**src/rtl/shabal_host_if_if.sv**
```systemverilog
// Host-side bus of the hash-core adapter: message beats in, digest chunks out.
interface shabal_host_if_if #(parameter int BUS_W = 16);
    logic             init;
    logic             load;
    logic             fetch;
    logic [BUS_W-1:0] idata;
    logic             ack;
    logic [BUS_W-1:0] odata;
    logic             overflow;

    modport master (output init, load, fetch, idata, input ack, odata, overflow);
    modport slave  (input init, load, fetch, idata, output ack, odata, overflow);
endinterface

```
**src/rtl/shabal_host_if.sv**
```systemverilog
// Packs BUS_W host beats into 32-bit message words, paces them into a hash core
// through a small FIFO, and serialises the latched digest back to the host.
module shabal_host_if #(
    parameter int BUS_W        = 16,
    parameter int DIGEST_WORDS = 8,
    parameter int BLOCK_WORDS  = 16,
    parameter int FIFO_DEPTH   = 4,
    parameter bit MSW_FIRST    = 1'b1
) (
    input  logic                        clk,
    input  logic                        rst,
    shabal_host_if_if.slave             host,
    output logic                        core_init,
    output logic                        core_en,
    output logic [31:0]                 core_data,
    output logic                        block_end,
    input  logic                        core_busy,
    input  logic                        core_done,
    input  logic [32*DIGEST_WORDS-1:0]  core_digest
);
    localparam int R   = 32 / BUS_W;
    localparam int BW  = (R > 1) ? $clog2(R) : 1;
    localparam int AW  = $clog2(FIFO_DEPTH);
    localparam int WW  = (BLOCK_WORDS > 1) ? $clog2(BLOCK_WORDS) : 1;
    localparam int NCH = DIGEST_WORDS * R;
    localparam int PW  = (NCH > 1) ? $clog2(NCH) : 1;

    localparam logic [1:0] IDLE   = 2'd0;
    localparam logic [1:0] ABSORB = 2'd1;
    localparam logic [1:0] DIGEST = 2'd2;

    logic [1:0]                 state;
    logic [BW-1:0]              beat;
    logic [31:0]                acc;
    logic [31:0]                word;
    logic [31:0]                mem [FIFO_DEPTH];
    logic [AW-1:0]              wr_ptr;
    logic [AW-1:0]              rd_ptr;
    logic [AW:0]                cnt;
    logic [WW-1:0]              wcnt;
    logic [32*DIGEST_WORDS-1:0] shadow;
    logic                       digest_valid;
    logic [PW-1:0]              p;
    logic [BUS_W-1:0]           chunk;
    logic                       full;
    logic                       load_ok;
    logic                       fetch_ok;
    logic                       push;

    // Bus-width slot (counted from the LSB) that beat/chunk index idx occupies.
    function automatic int slot(input int idx);
        return MSW_FIRST ? (R - 1 - idx) : idx;
    endfunction

    assign full      = (cnt == (AW+1)'(FIFO_DEPTH));
    assign load_ok   = host.load && !host.init && state == ABSORB && !full;
    assign fetch_ok  = host.fetch && !host.init && state != IDLE && digest_valid;
    assign push      = load_ok && beat == BW'(R - 1);
    assign core_en   = (cnt != '0) && !core_busy;
    assign core_data = core_en ? mem[rd_ptr] : '0;
    assign block_end = core_en && wcnt == WW'(BLOCK_WORDS - 1);

    always_comb begin
        word = acc;
        word[slot(int'(beat)) * BUS_W +: BUS_W] = host.idata;
    end

    always_comb begin
        chunk = shadow[((int'(p) / R) * R + slot(int'(p) % R)) * BUS_W +: BUS_W];
    end

    // Storage only; occupancy and pointers live in the reset block below.
    always_ff @(posedge clk) begin
        if (push) mem[wr_ptr] <= word;
    end

    always_ff @(posedge clk) begin
        if (rst) begin
            state         <= IDLE;
            beat          <= '0;
            acc           <= '0;
            wr_ptr        <= '0;
            rd_ptr        <= '0;
            cnt           <= '0;
            wcnt          <= '0;
            shadow        <= '0;
            digest_valid  <= 1'b0;
            p             <= '0;
            core_init     <= 1'b0;
            host.ack      <= 1'b0;
            host.odata    <= '0;
            host.overflow <= 1'b0;
        end else begin
            core_init <= host.init;
            host.ack  <= load_ok || fetch_ok;
            if (host.init) begin
                state         <= ABSORB;
                beat          <= '0;
                wr_ptr        <= '0;
                rd_ptr        <= '0;
                cnt           <= '0;
                wcnt          <= '0;
                p             <= '0;
                digest_valid  <= 1'b0;
                host.overflow <= 1'b0;
            end else begin
                if (core_en) begin
                    rd_ptr <= rd_ptr + 1'b1;
                    wcnt   <= (wcnt == WW'(BLOCK_WORDS - 1)) ? '0 : wcnt + 1'b1;
                end
                if (push) wr_ptr <= wr_ptr + 1'b1;
                cnt <= cnt + (AW+1)'(push) - (AW+1)'(core_en);
                if (load_ok) begin
                    acc  <= word;
                    beat <= push ? '0 : beat + 1'b1;
                end
                if (host.load && state == ABSORB && full) host.overflow <= 1'b1;
                if (fetch_ok) begin
                    host.odata <= chunk;
                    p          <= (p == PW'(NCH - 1)) ? '0 : p + 1'b1;
                end
                // Placed last so a digest arrival overrides the pointer bump and drops a partial word.
                if (core_done) begin
                    shadow       <= core_digest;
                    digest_valid <= 1'b1;
                    p            <= '0;
                    if (state == ABSORB) begin
                        state <= DIGEST;
                        beat  <= '0;
                    end
                end
            end
        end
    end
endmodule

```
**src/flat_wrapper.sv**
```systemverilog
// flat-port wrapper written by rule: the top's interface ports become plain ports
module shabal_host_if_flat 
#(
    parameter int BUS_W        = 16,
    parameter int DIGEST_WORDS = 8,
    parameter int BLOCK_WORDS  = 16,
    parameter int FIFO_DEPTH   = 4,
    parameter bit MSW_FIRST    = 1'b1
)
  (clk, rst, core_init, core_en, core_data, block_end, core_busy, core_done, core_digest, host_init, host_load, host_fetch, host_idata, host_ack, host_odata, host_overflow);
  shabal_host_if_if #(.BUS_W(BUS_W)) host_i ();
  input  logic clk;
  input  logic rst;
  output logic core_init;
  output logic core_en;
  output logic [31:0] core_data;
  output logic block_end;
  input  logic core_busy;
  input  logic core_done;
  input  logic [32*DIGEST_WORDS-1:0] core_digest;
  input wire logic [$bits(host_i.init)-1:0] host_init;
  input wire logic [$bits(host_i.load)-1:0] host_load;
  input wire logic [$bits(host_i.fetch)-1:0] host_fetch;
  input wire logic [$bits(host_i.idata)-1:0] host_idata;
  output wire logic [$bits(host_i.ack)-1:0] host_ack;
  output wire logic [$bits(host_i.odata)-1:0] host_odata;
  output wire logic [$bits(host_i.overflow)-1:0] host_overflow;
  assign host_i.init = host_init;
  assign host_i.load = host_load;
  assign host_i.fetch = host_fetch;
  assign host_i.idata = host_idata;
  assign host_ack = host_i.ack;
  assign host_odata = host_i.odata;
  assign host_overflow = host_i.overflow;
  shabal_host_if #(.BUS_W(BUS_W), .DIGEST_WORDS(DIGEST_WORDS), .BLOCK_WORDS(BLOCK_WORDS), .FIFO_DEPTH(FIFO_DEPTH), .MSW_FIRST(MSW_FIRST)) u_core (.clk(clk), .rst(rst), .host(host_i), .core_init(core_init), .core_en(core_en), .core_data(core_data), .block_end(block_end), .core_busy(core_busy), .core_done(core_done), .core_digest(core_digest));
endmodule
```
**config.mk**
```make
export PLATFORM = sky130hd
export DESIGN_NAME = shabal_host_if_flat
export DESIGN_NICKNAME = d
export VERILOG_FILES = /design/src/rtl/shabal_host_if_if.sv /design/src/rtl/shabal_host_if.sv /design/src/flat_wrapper.sv
export SDC_FILE = /design/constraint.sdc
export NUM_CORES = 1
export LEC_CHECK = 0
export ABC_AREA = 0
export CORE_MARGIN = 8
export CORE_UTILIZATION = 53
export CTS_CLUSTER_DIAMETER = 50
export DETAILED_ROUTE_END_ITERATION = 7
export GPL_TIMING_DRIVEN = 1
export PLACE_DENSITY_LB_ADDON = 0.25
export SYNTH_ARGS = -nofsm -noshare
export SYNTH_HDL_FRONTEND = slang
export SYNTH_SLANG_ARGS = --single-unit
```
**constraint.sdc**
```tcl
create_clock -name clk -period 3.6 [get_ports clk]
set_input_delay 0.54 -clock clk [delete_from_list [all_inputs] [get_ports clk]]
set_output_delay 0.54 -clock clk [all_outputs]
set_load 0.03 [all_outputs]
```
== After elaboration in Yosys (flattened, before gate mapping) ==
Memories as Yosys holds them, arrays and structs flattened. A register that Yosys moved wholly into a read port is not among the register bits.
Cells that the tools add are included.

* Bits in registers: 326
* Latch bits: 0
* RAM bits: 128
* ROM bits: 0
* Bits of input ports: 279
* Output and inout bits: 53
* Memories: 1

{| class="wikitable"
|+ Memories
! name !! depth !! bits a word !! read ports !! clocked after memory_dff !! wr ports !! RTL line !! RTL
|-
| u_core.mem || 4 || 32 || 1 || 1 || 1 || shabal_host_if.sv:36 || <nowiki>logic [31:0] mem [FIFO_DEPTH];</nowiki>
|}

* Add/subtract/negate cells: 11
* $mul: 0
* Divide/modulo/power cells: 0
* Order comparisons: 0
* Equal/unequal tests: 4
* Shift-type cells: 3
* Muxes and demuxes: 15
* Bitwise operators: 1
* Reductions and logical operators: 26

{| class="wikitable"
|+ Operators with widths
! operator !! number
|-
| variable part select 256 x 32 -> 16 bit || 1
|-
| negator 32 -> 33 bit || 1
|-
| variable shift 16 x 33 -> 32 bit, first input constant || 1
|-
| variable part select 16 x 33 -> 32 bit || 1
|-
| bitwise mux 32 bit || 1
|-
| two-way mux 32 bit || 1
|-
| adder 5 x 28 -> 28 bit || 1
|-
| logical AND 1 bit || 11
|-
| AND reduction 2 bit || 5
|-
| two-way mux 1 bit || 9
|-
| adder 4 x 1 -> 4 bit, second input constant || 2
|-
| == test 4 bit, second input constant || 2
|-
| two-way mux 4 bit || 2
|-
| nonzero test 2 bit || 3
|-
| adder 2 x 1 -> 2 bit, second input constant || 2
|-
| two-way mux 2 bit || 2
|-
| subtractor 1 x 1 -> 2 bit, first input constant || 2
|-
| adder 3 x 1 -> 3 bit || 1
|-
| == test 3 bit, second input constant || 1
|-
| zero test 1 bit || 3
|-
| nonzero test 3 bit || 1
|-
| OR reduction 3 bit || 1
|-
| subtractor 3 x 1 -> 3 bit || 1
|-
| == test 2 x 1 -> 1 bit, second input constant || 1
|-
| other kinds (4) || 4
|}

== Depth between registers and ports, before layout ==
Gate-level depths: netlist of run 1.

* Word-level depth: 9
* Depth in mapped cells: 11

== Worst setup path after synthesis of run 1 ==
Ideal clock, no wire load.

* Path type: input to register
* Start point: in host_init
* End point: mem u_core.mem[0][0] (enable)
* Arrival: 2.236 ns
* Data required time: 3.208 ns
* Slack: 0.972 ns
* Stages: 6
* Buffers on the path: 2
* Cell sequence: nand4bb_1 > clkbuf_1 > clkbuf_1 > nor2_1 > ha_1 > and2_1

* Word-level cells in the longest chain between the ends: 7

{| class="wikitable"
|+ Ends and longest elaborated chain
! item !! RTL line !! RTL
|-
| start, declared || flat_wrapper.sv:21 || <nowiki>input wire logic [$bits(host_i.init)-1:0] host_init;</nowiki>
|-
| zero test 1 bit || shabal_host_if.sv:56 || <nowiki>assign load_ok = host.load && !host.init && state == ABSORB && !full;</nowiki>
|-
| logical AND 1 bit (3 in a row) || shabal_host_if.sv:56 ||
|-
| logical AND 1 bit || shabal_host_if.sv:58 || <nowiki>assign push = load_ok && beat == BW'(R - 1);</nowiki>
|-
| two-way mux 1 bit || shabal_host_if.sv:74 || <nowiki>if (push) mem[wr_ptr] <= word;</nowiki>
|-
| two-way mux 1 bit (implied by the code) || shabal_host_if.sv:74 ||
|-
| end, declared || shabal_host_if.sv:36 ||
|}

Every way passes these cells.

==> impl_metrics.csv, run 1 <==
group,metric,value,unit
route,firstDrtPassIters,5,
cts,post-cts-setup-buffer-count,0,
route,viasPerCell,5.70,
critical_path,cp_max_fo,13,
cells_and_area,drive_gt1_share,10.4,%
cells_and_area,fin_area,0.0239,mm2
cts,clock_latency,0.55,ns
critical_path,path_depth,4,
timing,drv_slew,0,
synth,yosysTopAreaCell,"dfxtp_1",
min_path,min_path_type,"flip-flop to flip-flop",
cts,clockRootBuffer,"clkbuf_16",
pwr,leakagePower,8.26,nW
synth,synth_cell_types,51,
timing,finalSetupViolCount,0,
timing,final_hold_viol_count,0,
cells_and_area,regArea,0.0104,mm2
floorplanning,die_w,204,um
critical_path,criticalPathCategory,"flip-flop to output pin",
cts,htree_levels,2,
timing,setup_slack,0.239,ns
global_routing,antenna_found_initial,3,
route,wire_per_inst,20.8,um
global_routing,grt_overflow,0,
pwr,p_seq_share,49.2,%
synth,ys_seq_area_share,55.4,%
timing,finalSetupTns,0,ns
synth,synth-edff-count,128,
floorplanning,design.die.area,0.0418,mm2
timing,fmax,297,MHz
pwr,p_per_area,466,mW/mm2
timing,grt_setup_unrepaired,"false",
floorplanning,start_util,53.4,%
synth,synthCells,1801,
critical_path,crit_chain,"buf_4, mux4_2, and3_1, clkdlybuf4s50_1",
cts,clk_path_buf_depth,3,
cells_and_area,fin_util,67.9,%
outcome,status,"completed",
synth,synth_top_cell_area_share,34.9,%
min_path,min_path_cells,2,
pwr,power.switching,2.41,mW
route,drt_iter0_drc,1326,
cells_and_area,nets,2352,
route,route.vias.total,14581,
place,dpl_cell_area,0.0224,mm2
critical_path,r2r.worst_path.cells,10,
global_routing,grt_max_degree,106,
cells_and_area,layout_commonest_cell,"nand2_1",
cells_and_area,final_cell_mix,"nand2_1 (513), clkdlybuf4s50_1 (330), dfxtp_1 (324)",
critical_path,crit_family,"buffers and inverters",
timing,fin_skew,0.0251,ns
synth,syn_area_per_cell,10.4,um2
synth,ys_ff_latch,456,
pwr,pwr-share-clk,43.0,%
timing,period_needed,3.36,ns
place,io_buffers,331,
synth,yosys_warnings,0,
critical_path,cp-start-kind,"flip-flop",
timing,post-route-period-util,93.4,%
synth,synth_area_leaders,"dfxtp_1 (35%), edfxtp_1 (20%), mux4_2 (11%)",
place,hpwl,36.8,mm
critical_path,cp.required,3.06,ns
critical_path,path_buf_inv,2,
cts,clkTransAtPathRegs,0.06,ns
synth,syn_area,0.0188,mm2
global_routing,grt_pass1_vias,14862,
floorplanning,boundaryPins,332,
critical_path,cp-end-kind,"output pin",
pwr,p_comb_share,7.7,%
cells_and_area,multi_input_area,0.00764,mm2
place,dp.cells,2476,
cells_and_area,nFillCells,2680,
floorplanning,die-height,204,um
global_routing,grt_first_pass_wirelength,82.0,mm
synth,synthArstFlopShare,0,%
cells_and_area,fin_cells,2560,
global_routing,track_usage,24.8,%
route,ant_nets,0,
pwr,irDropWorstVdd,345,uV
synth,synth_ff_type,"dfxtp_1",
critical_path,max_stage_delay,0.67,ns
route,drc,0,
cts,cts_tree,"done",
cts,cts_buffers,46,
timing,tightest_slew,1.07,ns
cts,cts_sinks,456,
route,routed_wl,53.3,mm
place,gp_congestion,0.827,
pwr,swShare,21.6,%
place,pre_cts_slack,0.399,ns
floorplanning,coreArea,0.0352,mm2
flow_run,cap_violations,0,
cells_and_area,area_delta_synth_final,27.3,%
critical_path,worstPathArrival,2.82,ns
timing,timing.slew.headroom,28.9,%
critical_path,crit_slowest_cell,"dfxtp_2",
floorplanning,row_count,69,
pwr,p_int,8.75,mW
synth,syn_nets,2090,
what timing repair did:
action,in CTS,in global routing
hold buffers,0,0
resized for setup,0,1
setup endpoints to repair,0,5
cell type report:
cell class,count,share of cell area [%]
inverter,14,0.220
clock inverter,20,0.941
tap,461,2.41
clock buffer,61,5.43
antenna,3,0.0314
multi-input combinational,1178,31.9
timing repair buffer,367,15.5
sequential,456,43.5
registers in the layout, indices dropped and copies added (netlist names), 3 cells and up, named ones only:
register	count
u_core.p	4
u_core.host.odata	16
u_core.shadow	256
u_core.wcnt	4
u_core.mem	128
u_core.acc	32
u_core.cnt	3
logic make-up after synthesis:
family          share of synthesized area (%)
mux                                      15.2
buf+inv                                  4.13
flops                                    55.4
simple gates                             14.4
xor+xnor                               0.0932
compound gates                           10.1
fa+ha+maj                               0.705
worst register-to-register path, cell delays in order, from the launching register on:
cell and delay, ns:
dfxtp_1 0.39, nor3_1 0.72, nor2_1 0.15, ha_1 0.33
inv_1 0.05, ha_1 0.13, inv_1 0.05, fa_1 0.37
xor2_1 0.17, and2_1 0.17, nor3_1 0.11
cell usage after synthesis, drive strengths merged (2+ instances only):
cell          number
edfxtp           128
clkbuf            84
o21ai              6
and3              33
nand3              6
and2               5
ha                 9
nor3              67
nand2            513
o41ai              2
nand4              5
buf               67
mux2i             33
inv               14
mux4              96
o211ai            17
o221ai            16
dlymetal6s2s       2
a21oi            303
and3b              2
or4                2
mux2              32
dfxtp            328
nor2              12
a31o               2
power by group through the flow:
stage | Combinational [mW] | Clock, mW | Sequential [mW]
after floorplan | 0.399 | 0 | 5.58
after global placement | 0.841 | 0 | 5.59
after detailed placement | 0.855 | 0 | 5.60
after CTS | 0.862 | 4.87 | 5.49
after global routing | 0.933 | 5.09 | 5.51
final | 0.862 | 4.80 | 5.49
layer usage:
layer / GRT usage [%] / wire [um] / up-vias
met3: 5.17 / 4000 / 119
met1: 30.5 / 20700 / 7045
li1: - / - / 6878
met2: 41.9 / 26300 / 537
met5: 0 / 13 / -
met4: 10.3 / 2190 / 2
through the flow:
stage	total power, mW	hold WS (ns)
global placement	6.43	0.439
global route	11.5	0.463
finish	11.2	0.452
CTS	11.2	0.452
floorplan	5.98	0.433
detailed placement	6.46	0.444
worst paths after layout:
| check | from | to | slack (ns) |
|---|---|---|---|
| max reg2reg | u_core.cnt[1]$_SDFF_PP0_ | u_core.cnt[2]$_SDFF_PP0_ | 0.90 |
| min reg2reg | u_core.shadow[177]$_SDFFE_PP0P_ | u_core.shadow[177]$_SDFFE_PP0P_ | 0.45 |
| min | u_core.shadow[177]$_SDFFE_PP0P_ | u_core.shadow[177]$_SDFFE_PP0P_ | 0.45 |
| max | flip-flop | core_data[27] | 0.24 |
(Power assumes the default switching activity.)
==> inputs of run 2 (changes only) <==
- SLEW_MARGIN: not set -> 20
==> results of run 2 <==
No change in the layout: final DEF, timing and power equal those of run 1.
==> inputs of run 3 (changes only) <==
--- a/config.mk
+++ b/config.mk
@@ -8,5 +8,5 @@
 export ABC_AREA = 0
 export CORE_MARGIN = 8
-export CORE_UTILIZATION = 53
+export CORE_UTILIZATION = 57
 export CTS_CLUSTER_DIAMETER = 50
 export DETAILED_ROUTE_END_ITERATION = 7
==> constraint.sdc (replaced) <==
create_clock -name clk -period 4.1 [get_ports clk]
set_input_delay 0.615 -clock clk [delete_from_list [all_inputs] [get_ports clk]]
set_output_delay 0.615 -clock clk [all_outputs]
set_load 0.05 [all_outputs]
==> run 3 against run 2 <==
Compared with the run above:
- critical path depth stayed put
- critical endpoint is now core_data[10]
- setup slack better by 0.33 ns
- highest routed layer unchanged
- global-route usage is 0.74 points higher
- register-to-register slack better by 0.43 ns
- critical path type unchanged
==> impl_metrics.csv, run 3 (synthesis results as in run 1) <==
group,metric,value,unit
timing,timing.slew.headroom,36.9,%
route,drc,0,
critical_path,cp-start-kind,"flip-flop",
min_path,min_path_cells,2,
cells_and_area,drive_gt1_share,9.79,%
cells_and_area,nFillCells,2288,
critical_path,r2r-end,"u_core.cnt[2]$_SDFF_PP0_",
route,wire_per_inst,20.4,um
outcome,status,"completed",
route,route.vias.total,14449,
pwr,power.switching,2.14,mW
cts,post-cts-setup-buffer-count,0,
min_path,min_path_type,"flip-flop to flip-flop",
cells_and_area,multi_input_area,0.00764,mm2
pwr,swShare,21.7,%
flow_run,cap_violations,0,
global_routing,track_usage,25.5,%
global_routing,grt_pass1_vias,14559,
timing,finalSetupViolCount,0,
timing,fin_skew,0.0173,ns
critical_path,cp_max_fo,19,
cells_and_area,layout_commonest_cell,"nand2_1",
cells_and_area,nets,2337,
timing,tightest_slew,0.943,ns
timing,period_needed,3.53,ns
cells_and_area,regArea,0.0104,mm2
cells_and_area,top_regs,"u_core.shadow x256, u_core.mem x128, u_core.acc x32",
floorplanning,boundaryPins,332,
place,gp_congestion,0.851,
route,drt_iter0_drc,1109,
min_path,holdPathEnd,"u_core.shadow[140]$_SDFFE_PP0P_",
cts,clock_latency,0.54,ns
critical_path,worstReg2RegStart,"u_core.cnt[1]$_SDFF_PP0_",
cts,cts_buffers,46,
cts,clkTransAtPathRegs,0.06,ns
route,viasPerCell,5.72,
timing,finalSetupTns,0,ns
global_routing,antenna_found_initial,4,
global_routing,grt_max_degree,206,
pwr,p_per_area,414,mW/mm2
timing,fmax,283,MHz
floorplanning,row_count,66,
timing,drv_slew,0,
place,hpwl,35.2,mm
floorplanning,die_w,198,um
cts,htree_levels,2,
cells_and_area,area_delta_synth_final,26.7,%
cts,cts_tree,"done",
cells_and_area,top_register,"u_core.shadow",
route,ant_nets,0,
critical_path,regToRegSetupSlack,1.33,ns
timing,grt_setup_unrepaired,"false",
timing,post-route-period-util,86.1,%
cells_and_area,largest_register_ffs,256,
critical_path,worstPathArrival,2.92,ns
pwr,pwr-share-clk,43.6,%
timing,final_hold_viol_count,0,
critical_path,cp-end-kind,"output pin",
floorplanning,start_util,57.8,%
pwr,p_int,7.73,mW
floorplanning,die-height,198,um
critical_path,criticalPathCategory,"flip-flop to output pin",
pwr,p_comb_share,7.5,%
cts,cts_resized,0,
pwr,irDropWorstVdd,310,uV
global_routing,grt_first_pass_wirelength,78.9,mm
min_path,worstHoldStart,"u_core.shadow[140]$_SDFFE_PP0P_",
cts,cts_sinks,456,
pwr,p_seq_share,48.9,%
critical_path,cp.required,3.48,ns
cts,cts_hold_buf,0,
cts,clk_path_buf_depth,3,
critical_path,r2r.worst_path.cells,10,
floorplanning,coreArea,0.0325,mm2
pwr,power,9.87,mW
cts,clockRootBuffer,"clkbuf_16",
route,routed_wl,51.4,mm
global_routing,grt_overflow,0,
pwr,leakagePower,8.18,nW
place,io_buffers,331,
floorplanning,design.die.area,0.0391,mm2
route,firstDrtPassIters,7,
cells_and_area,final_cell_mix,"nand2_1 (513), clkdlybuf4s50_1 (330), dfxtp_1 (324)",
-- run 3: cell count changes in the layout (fill, tap and decap cells not counted), sizes merged --
cell,delta
buf,-15
clkinvlp,+4
clkbuf,+2
clkinv,-2
diode,-1
inv,-1
-- run 3: layout make-up --
class | count | area share, %
Clock buffer | 63 | 5.58
Sequential cell | 456 | 43.7
Clock inverter | 21 | 1.03
Tap cell | 442 | 2.32
Inverter | 14 | 0.221
Multi-Input combinational cell | 1178 | 32.1
Antenna cell | 2 | 0.0210
Timing Repair Buffer | 352 | 15.1
-- run 3: power groups by stage --
stage | Clock [mW] | Combinational, mW | Sequential (mW)
final | 4.31 | 0.737 | 4.82
after global routing | 4.54 | 0.798 | 4.84
after CTS | 4.35 | 0.736 | 4.82
after detailed placement | 0 | 0.731 | 4.92
after global placement | 0 | 0.718 | 4.91
after floorplan | 0 | 0.351 | 4.90
-- run 3: per-layer routing --
metal  global-route usage, %  part of all wire (%)
met2                    43.4                    50
met4                    9.85                   3.7
met3                    5.76                   6.7
met1                    31.4                    39
met5                       0                 0.080
-- run 3: critical path, cell delays in order, from the launching register on --
cell and delay [ns]:
dfxtp_2 0.68, buf_12 0.27, mux4_2 0.53, and3_1 0.20, clkdlybuf4s50_1 0.70
-- run 3: metrics by stage --
stage	hold slack, ns	instances	instance area, um2	util (%)	setup slack [ns]
after floorplan	0.433	1801	18800	-	1.19
after global placement	0.439	2442	22300	68.4	0.876
after detailed placement	0.445	2442	22300	68.4	0.823
after CTS	0.452	2526	23800	73.2	0.418
after global routing	0.466	2527	23800	73.2	0.419
final	0.453	2528	23800	73.2	0.569
-- run 3: how the worst max path moves through the flow --
stage                                   startpoint                  endpoint  depth (start not counted)
after detailed placement                 core_busy             core_data[17]                          5
final                                    flip-flop             core_data[10]                          4
after global routing                     flip-flop             core_data[10]                          4
after CTS                 u_core.cnt[1]$_SDFF_PP0_              core_data[3]                          3
after floorplan                          core_busy  u_core.cnt[2]$_SDFF_PP0_                         10
after global placement                   host_init  u_core.cnt[2]$_SDFF_PP0_                         11
